[src/rtl/divisor_secuencial_8_4_if.sv]
// Start/done bundle for divisor_secuencial_8_4; the master issues divisions, the slave is the divider.
// Handshake: Inicio is honoured only while Ocupado=0; Listo pulses for one cycle when the
// results are valid, and they stay valid until the next accepted Inicio completes.
interface divisor_secuencial_8_4_if #(
    parameter int ANCHO_DIVIDENDO = 8,
    parameter int ANCHO_DIVISOR   = 4
);
    logic                       Inicio;
    logic [ANCHO_DIVIDENDO-1:0] Dividendo;
    logic [ANCHO_DIVISOR-1:0]   Divisor;
    logic [ANCHO_DIVIDENDO-1:0] Cociente;
    logic [ANCHO_DIVISOR-1:0]   Residuo;
    logic                       Ocupado;
    logic                       Listo;
    logic                       ErrorDiv0;
    logic                       ChequeoOk;

    modport master (
        output Inicio, Dividendo, Divisor,
        input  Cociente, Residuo, Ocupado, Listo, ErrorDiv0, ChequeoOk
    );

    modport slave (
        input  Inicio, Dividendo, Divisor,
        output Cociente, Residuo, Ocupado, Listo, ErrorDiv0, ChequeoOk
    );
endinterface

[src/rtl/divisor_secuencial_8_4.sv]
// Sequential restoring divider, one quotient bit per clock.
// Optional macro DIVISOR_AUTOCHEQUEO_EN adds a Cociente*Divisor+Residuo round-trip check.
module divisor_secuencial_8_4 #(
    parameter int ANCHO_DIVIDENDO = 8,
    parameter int ANCHO_DIVISOR   = 4
) (
    input  logic                    Reloj,
    input  logic                    Reinicio_n,
    divisor_secuencial_8_4_if.slave bus,
    output logic [1:0]              estado
);
    localparam int AC = $clog2(ANCHO_DIVIDENDO + 1);
    localparam int AD = ANCHO_DIVIDENDO;
    localparam int AS = ANCHO_DIVISOR;

    typedef enum logic [1:0] {
        REPOSO = 2'd0,
        DIVIDE = 2'd1,
        FIN    = 2'd2
    } estado_t;

    estado_t estado_q, estado_d;
    logic    cargar, cargar_cero, iterar, terminar;

    logic [AD-1:0] cociente_sr;
    logic [AS-1:0] divisor_q;
    logic [AS:0]   parcial;
    logic [AC-1:0] contador;
    logic          div_cero;

    logic [AS:0]   desplazado;
    logic [AS+1:0] resta;
    logic          prestamo;

    always_ff @(posedge Reloj or negedge Reinicio_n) begin
        if (!Reinicio_n) begin
            estado_q <= REPOSO;
        end else begin
            estado_q <= estado_d;
        end
    end

    always_comb begin
        estado_d    = estado_q;
        cargar      = 1'b0;
        cargar_cero = 1'b0;
        iterar      = 1'b0;
        terminar    = 1'b0;
        unique case (estado_q)
            REPOSO: begin
                if (bus.Inicio) begin
                    if (bus.Divisor != '0) begin
                        cargar   = 1'b1;
                        estado_d = DIVIDE;
                    end else begin
                        cargar_cero = 1'b1;
                        estado_d    = FIN;
                    end
                end
            end
            DIVIDE: begin
                iterar = 1'b1;
                if (contador == AC'(1)) begin
                    estado_d = FIN;
                end
            end
            FIN: begin
                terminar = 1'b1;
                estado_d = REPOSO;
            end
            default: estado_d = REPOSO;
        endcase
    end

    // The partial remainder stays below the divisor, so after the shift it fits in AS+1 bits.
    assign desplazado = {parcial[AS-1:0], cociente_sr[AD-1]};
    assign resta      = {1'b0, desplazado} - {2'b00, divisor_q};
    assign prestamo   = resta[AS+1];

    always_ff @(posedge Reloj or negedge Reinicio_n) begin
        if (!Reinicio_n) begin
            cociente_sr <= '0;
            divisor_q   <= '0;
            parcial     <= '0;
            contador    <= '0;
            div_cero    <= 1'b0;
        end else if (cargar) begin
            cociente_sr <= bus.Dividendo;
            divisor_q   <= bus.Divisor;
            parcial     <= '0;
            contador    <= AC'(AD);
            div_cero    <= 1'b0;
        end else if (cargar_cero) begin
            div_cero <= 1'b1;
        end else if (iterar) begin
            contador <= contador - AC'(1);
            if (prestamo) begin
                parcial     <= desplazado;
                cociente_sr <= {cociente_sr[AD-2:0], 1'b0};
            end else begin
                parcial     <= resta[AS:0];
                cociente_sr <= {cociente_sr[AD-2:0], 1'b1};
            end
        end
    end

    always_ff @(posedge Reloj or negedge Reinicio_n) begin
        if (!Reinicio_n) begin
            bus.Cociente  <= '0;
            bus.Residuo   <= '0;
            bus.Listo     <= 1'b0;
            bus.ErrorDiv0 <= 1'b0;
        end else begin
            bus.Listo <= terminar;
            if (cargar) begin
                bus.ErrorDiv0 <= 1'b0;
            end
            if (terminar) begin
                bus.Cociente  <= div_cero ? '1 : cociente_sr;
                bus.Residuo   <= div_cero ? '0 : parcial[AS-1:0];
                bus.ErrorDiv0 <= div_cero;
            end
        end
    end

`ifdef DIVISOR_AUTOCHEQUEO_EN
    localparam int AP = AD + AS;

    logic [AD-1:0] dividendo_cap;
    logic [AP-1:0] reconstruido;
    logic          chequeo_q;

    assign reconstruido = AP'(cociente_sr) * AP'(divisor_q) + AP'(parcial[AS-1:0]);

    always_ff @(posedge Reloj or negedge Reinicio_n) begin
        if (!Reinicio_n) begin
            dividendo_cap <= '0;
            chequeo_q     <= 1'b1;
        end else begin
            if (cargar) begin
                dividendo_cap <= bus.Dividendo;
            end
            if (terminar) begin
                chequeo_q <= div_cero | (reconstruido == AP'(dividendo_cap));
            end
        end
    end

    assign bus.ChequeoOk = chequeo_q;
`else
    assign bus.ChequeoOk = 1'b1;
`endif

    assign bus.Ocupado = (estado_q != REPOSO);
    assign estado      = estado_q;
endmodule

[src/flat_wrapper.sv]
// flat-port wrapper written by rule: the top's interface ports become plain ports
module divisor_secuencial_8_4_flat 
#(
    parameter int ANCHO_DIVIDENDO = 8,
    parameter int ANCHO_DIVISOR   = 4
)
  (Reloj, Reinicio_n, estado, bus_Inicio, bus_Dividendo, bus_Divisor, bus_Cociente, bus_Residuo, bus_Ocupado, bus_Listo, bus_ErrorDiv0, bus_ChequeoOk);
  divisor_secuencial_8_4_if #(.ANCHO_DIVIDENDO(ANCHO_DIVIDENDO), .ANCHO_DIVISOR(ANCHO_DIVISOR)) bus_i ();
  input  logic Reloj;
  input  logic Reinicio_n;
  output logic [1:0] estado;
  input wire logic [$bits(bus_i.Inicio)-1:0] bus_Inicio;
  input wire logic [$bits(bus_i.Dividendo)-1:0] bus_Dividendo;
  input wire logic [$bits(bus_i.Divisor)-1:0] bus_Divisor;
  output wire logic [$bits(bus_i.Cociente)-1:0] bus_Cociente;
  output wire logic [$bits(bus_i.Residuo)-1:0] bus_Residuo;
  output wire logic [$bits(bus_i.Ocupado)-1:0] bus_Ocupado;
  output wire logic [$bits(bus_i.Listo)-1:0] bus_Listo;
  output wire logic [$bits(bus_i.ErrorDiv0)-1:0] bus_ErrorDiv0;
  output wire logic [$bits(bus_i.ChequeoOk)-1:0] bus_ChequeoOk;
  assign bus_i.Inicio = bus_Inicio;
  assign bus_i.Dividendo = bus_Dividendo;
  assign bus_i.Divisor = bus_Divisor;
  assign bus_Cociente = bus_i.Cociente;
  assign bus_Residuo = bus_i.Residuo;
  assign bus_Ocupado = bus_i.Ocupado;
  assign bus_Listo = bus_i.Listo;
  assign bus_ErrorDiv0 = bus_i.ErrorDiv0;
  assign bus_ChequeoOk = bus_i.ChequeoOk;
  divisor_secuencial_8_4 #(.ANCHO_DIVIDENDO(ANCHO_DIVIDENDO), .ANCHO_DIVISOR(ANCHO_DIVISOR)) u_core (.Reloj(Reloj), .Reinicio_n(Reinicio_n), .bus(bus_i), .estado(estado));
endmodule
[config.mk]
export PLATFORM = sky130hd
export DESIGN_NAME = divisor_secuencial_8_4_flat
export DESIGN_NICKNAME = d
export VERILOG_FILES = /design/src/rtl/divisor_secuencial_8_4_if.sv /design/src/rtl/divisor_secuencial_8_4.sv /design/src/flat_wrapper.sv
export SDC_FILE = /design/constraint.sdc
export NUM_CORES = 1
export LEC_CHECK = 0
export CAP_MARGIN = 40
export CORE_MARGIN = 1
export CORE_UTILIZATION = 55
export DETAILED_ROUTE_END_ITERATION = 12
export PLACE_DENSITY = 0.88
export SYNTH_ARGS = -nofsm -noshare
export SYNTH_HDL_FRONTEND = slang
export SYNTH_SLANG_ARGS = --single-unit
export TNS_END_PERCENT = 100
[constraint.sdc]
create_clock -name Reloj -period 3.89 [get_ports Reloj]
set_input_delay 0.5835 -clock Reloj [delete_from_list [all_inputs] [get_ports Reloj]]
set_output_delay 0.5835 -clock Reloj [all_outputs]
set_load 0.1 [all_outputs]
==> impl_metrics.yaml <==
clock_tree:
  cts_buffer_depth: 2
  clkLatencyLatePin_ns: 0.34
  clkSinkCount: 37
  post_cts_buffers: 0
  htree_levels: 2
  ctsRootBufferMaster: "clkbuf_4"
  tritoncts: "built"
  cts_resized: 0
  numCtsBuffers: 5
  hold_buffers: 0
  path_clk_slew_ns: 0.11
synthesis:
  synth_edf_count: 0
  syn_area_per_cell_um2: 9.87
  netlist_area_um2: 1790
  postSynth.asyncResetShare: 1.00
  yosysWarnings: 0
  ys_ff_latch: 37
  synthFlopType: "dfrtp_1"
  syn-num-nets: 203
  ys_top_cells_by_area: "dfrtp_1 52%, nand2_1 6.5%, o21ai_0 5.9%, ha_1 4.2%, nand2b_1 3.5%"
  yosysTopAreaCell: "dfrtp_1"
  syn_inst: 181
  ys_seq_area_frac: 0.518
  ys_types: 37
  synth_top_area_frac: 0.518
global_routing:
  grt_usage: 0.259
  grt_pass1_wl_um: 6570
  antenna_found_initial: 0
  grt_pass1_vias: 1487
  grt_remaining_overflow: 0
  grt_start_max_net_pins: 38
final_layout:
  drive_above_1_share: 0.135
  layout_common_cells: "37 x dfrtp_1, 31 x nand2_1, 31 x clkdlybuf4s50_1"
  fin_nets: 250
  diodes: 0
  layout_commonest_cell: "dfrtp_1"
  area_growth_pct: 34.9
worst_hold_path:
  hold_path_class: "flop to flop"
  whs_path_depth: 2
sta:
  timing.final.crit_period_ns: 2.40
  rsz0062_at_grt: "false"
  drv_slew: 0
  relSlewSlack: 0.456
  final-setup-viol-count: 0
  tightestPinTransition_ns: 0.817
  skew_ns: 0.0102
  period_share: 0.616
  setup_tns_ns: 0
  hold_viol: 0
  clock.fmax_mhz: 417
  whs_ns: 0.504
setup_path:
  worstPathRequired_ns: 3.31
  end_kind: "output port"
  arrival_ns: 1.81
  crit_path_start_kind: "flop"
  critPathKind: "flop to output port"
  cp_max_fo: 9
  reg2reg_depth: 4
floorplanning:
  core_um2: 3080
  ios: 33
  die_height_um: 59.0
  start_util: 0.580
  dieWidth_um: 59.0
  die-area_um2: 3480
  rows: 20
placement:
  hpwl_um: 3040
  portBuffers: 31
  gp_congestion: 0.829
routing:
  drcViolationCount: 0
  drt_first_pass_iters: 4
  routed_wl_um: 3970
  num_vias: 1491
  wl_per_cell_um: 14.5
  final_antenna_net_count: 0
  drtIter0Drc: 70
  vias_per_cell: 5.46
flow_run:
  maxCapViolations: 0
run_status:
  outcome: "finished, final reports clean"
## synth_stat cells (2+ instances only)
master,count
dfrtp_1,37
nand2_1,31
o21ai_0,21
inv_1,13
nor2_1,13
nand2b_1,10
ha_1,6
a21oi_1,4
a222oi_1,4
buf_4,3
nand3_1,3
o211ai_1,3
o31ai_1,3
buf_2,2
clkbuf_1,2
nor4_1,2
o22ai_1,2
o311ai_0,2
xor2_1,2
## stage by stage
stage,setup WS [ns],util,cell area [um2],std cells
finish,1.49,0.783,2410,273
global route,1.43,0.783,2410,273
CTS,1.49,0.783,2410,273
detailed placement,1.55,0.766,2360,265
global placement,1.55,0.683,2100,248
floorplan,1.68,-,1790,181
## flip-flops by register name (all words and copies together) (netlist names), 2 cells and up
signal,cells
u_core.estado,2
u_core.contador,4
u_core.divisor_q,4
u_core.cociente_sr,8
u_core.parcial,4
u_core.bus.Cociente,8
u_core.bus.Residuo,4
## cell families (layout without fill, tap and decap cells)
family	after synthesis	in the layout	synth area share
mux	1	1	0.00630
simple gates	66	66	0.186
compound gates	44	44	0.160
other cells	1	1	0.00210
buf+inv	22	70	0.0588
fa+ha+maj	7	7	0.0532
flops	37	37	0.518
xor+xnor	3	3	0.0147
## worst max-delay path, cell delays in order, from the launching register on
cell and delay, ns:
dfrtp_1 0.50, or2_2 0.32, clkdlybuf4s50_1 0.46, buf_8 0.19
## worst paths after layout
| path | start | to | slack, ns |
|---|---|---|---|
| setup reg to reg | u_core.estado[0] | u_core.cociente_sr[3] | 2.09 |
| min in group asynchronous | Reinicio_n | u_core.parcial[2] | 0.64 |
| max in group asynchronous | Reinicio_n | u_core.contador[2] | 2.92 |
| hold reg to reg | u_core.divisor_q[0] | u_core.divisor_q[0] | 0.50 |
| hold / removal | u_core.divisor_q[0] | u_core.divisor_q[0] | 0.50 |
| setup / recovery | u_core.estado[0] | bus_Ocupado | 1.49 |
## routing by layer
layer  track usage  part of all wire  routed length (um)
met5             0                 0                   0
met3        0.0590             0.045                 179
met1         0.306              0.39                1550
met2         0.448              0.54                2160
met4         0.122             0.023                  90
## cell type report
type                       instances  area [um2]
multi-input combinational        122         756
timing repair buffer              49         573
sequential                        37         926
fill                             190         668
tap                               44        55.1
clock inverter                     2        10.0
inverter                          13        48.8
clock buffer                       6        41.3
Power is not shown: default switching activity piles up to over one toggle a cycle in this logic, so the estimate is an artifact.
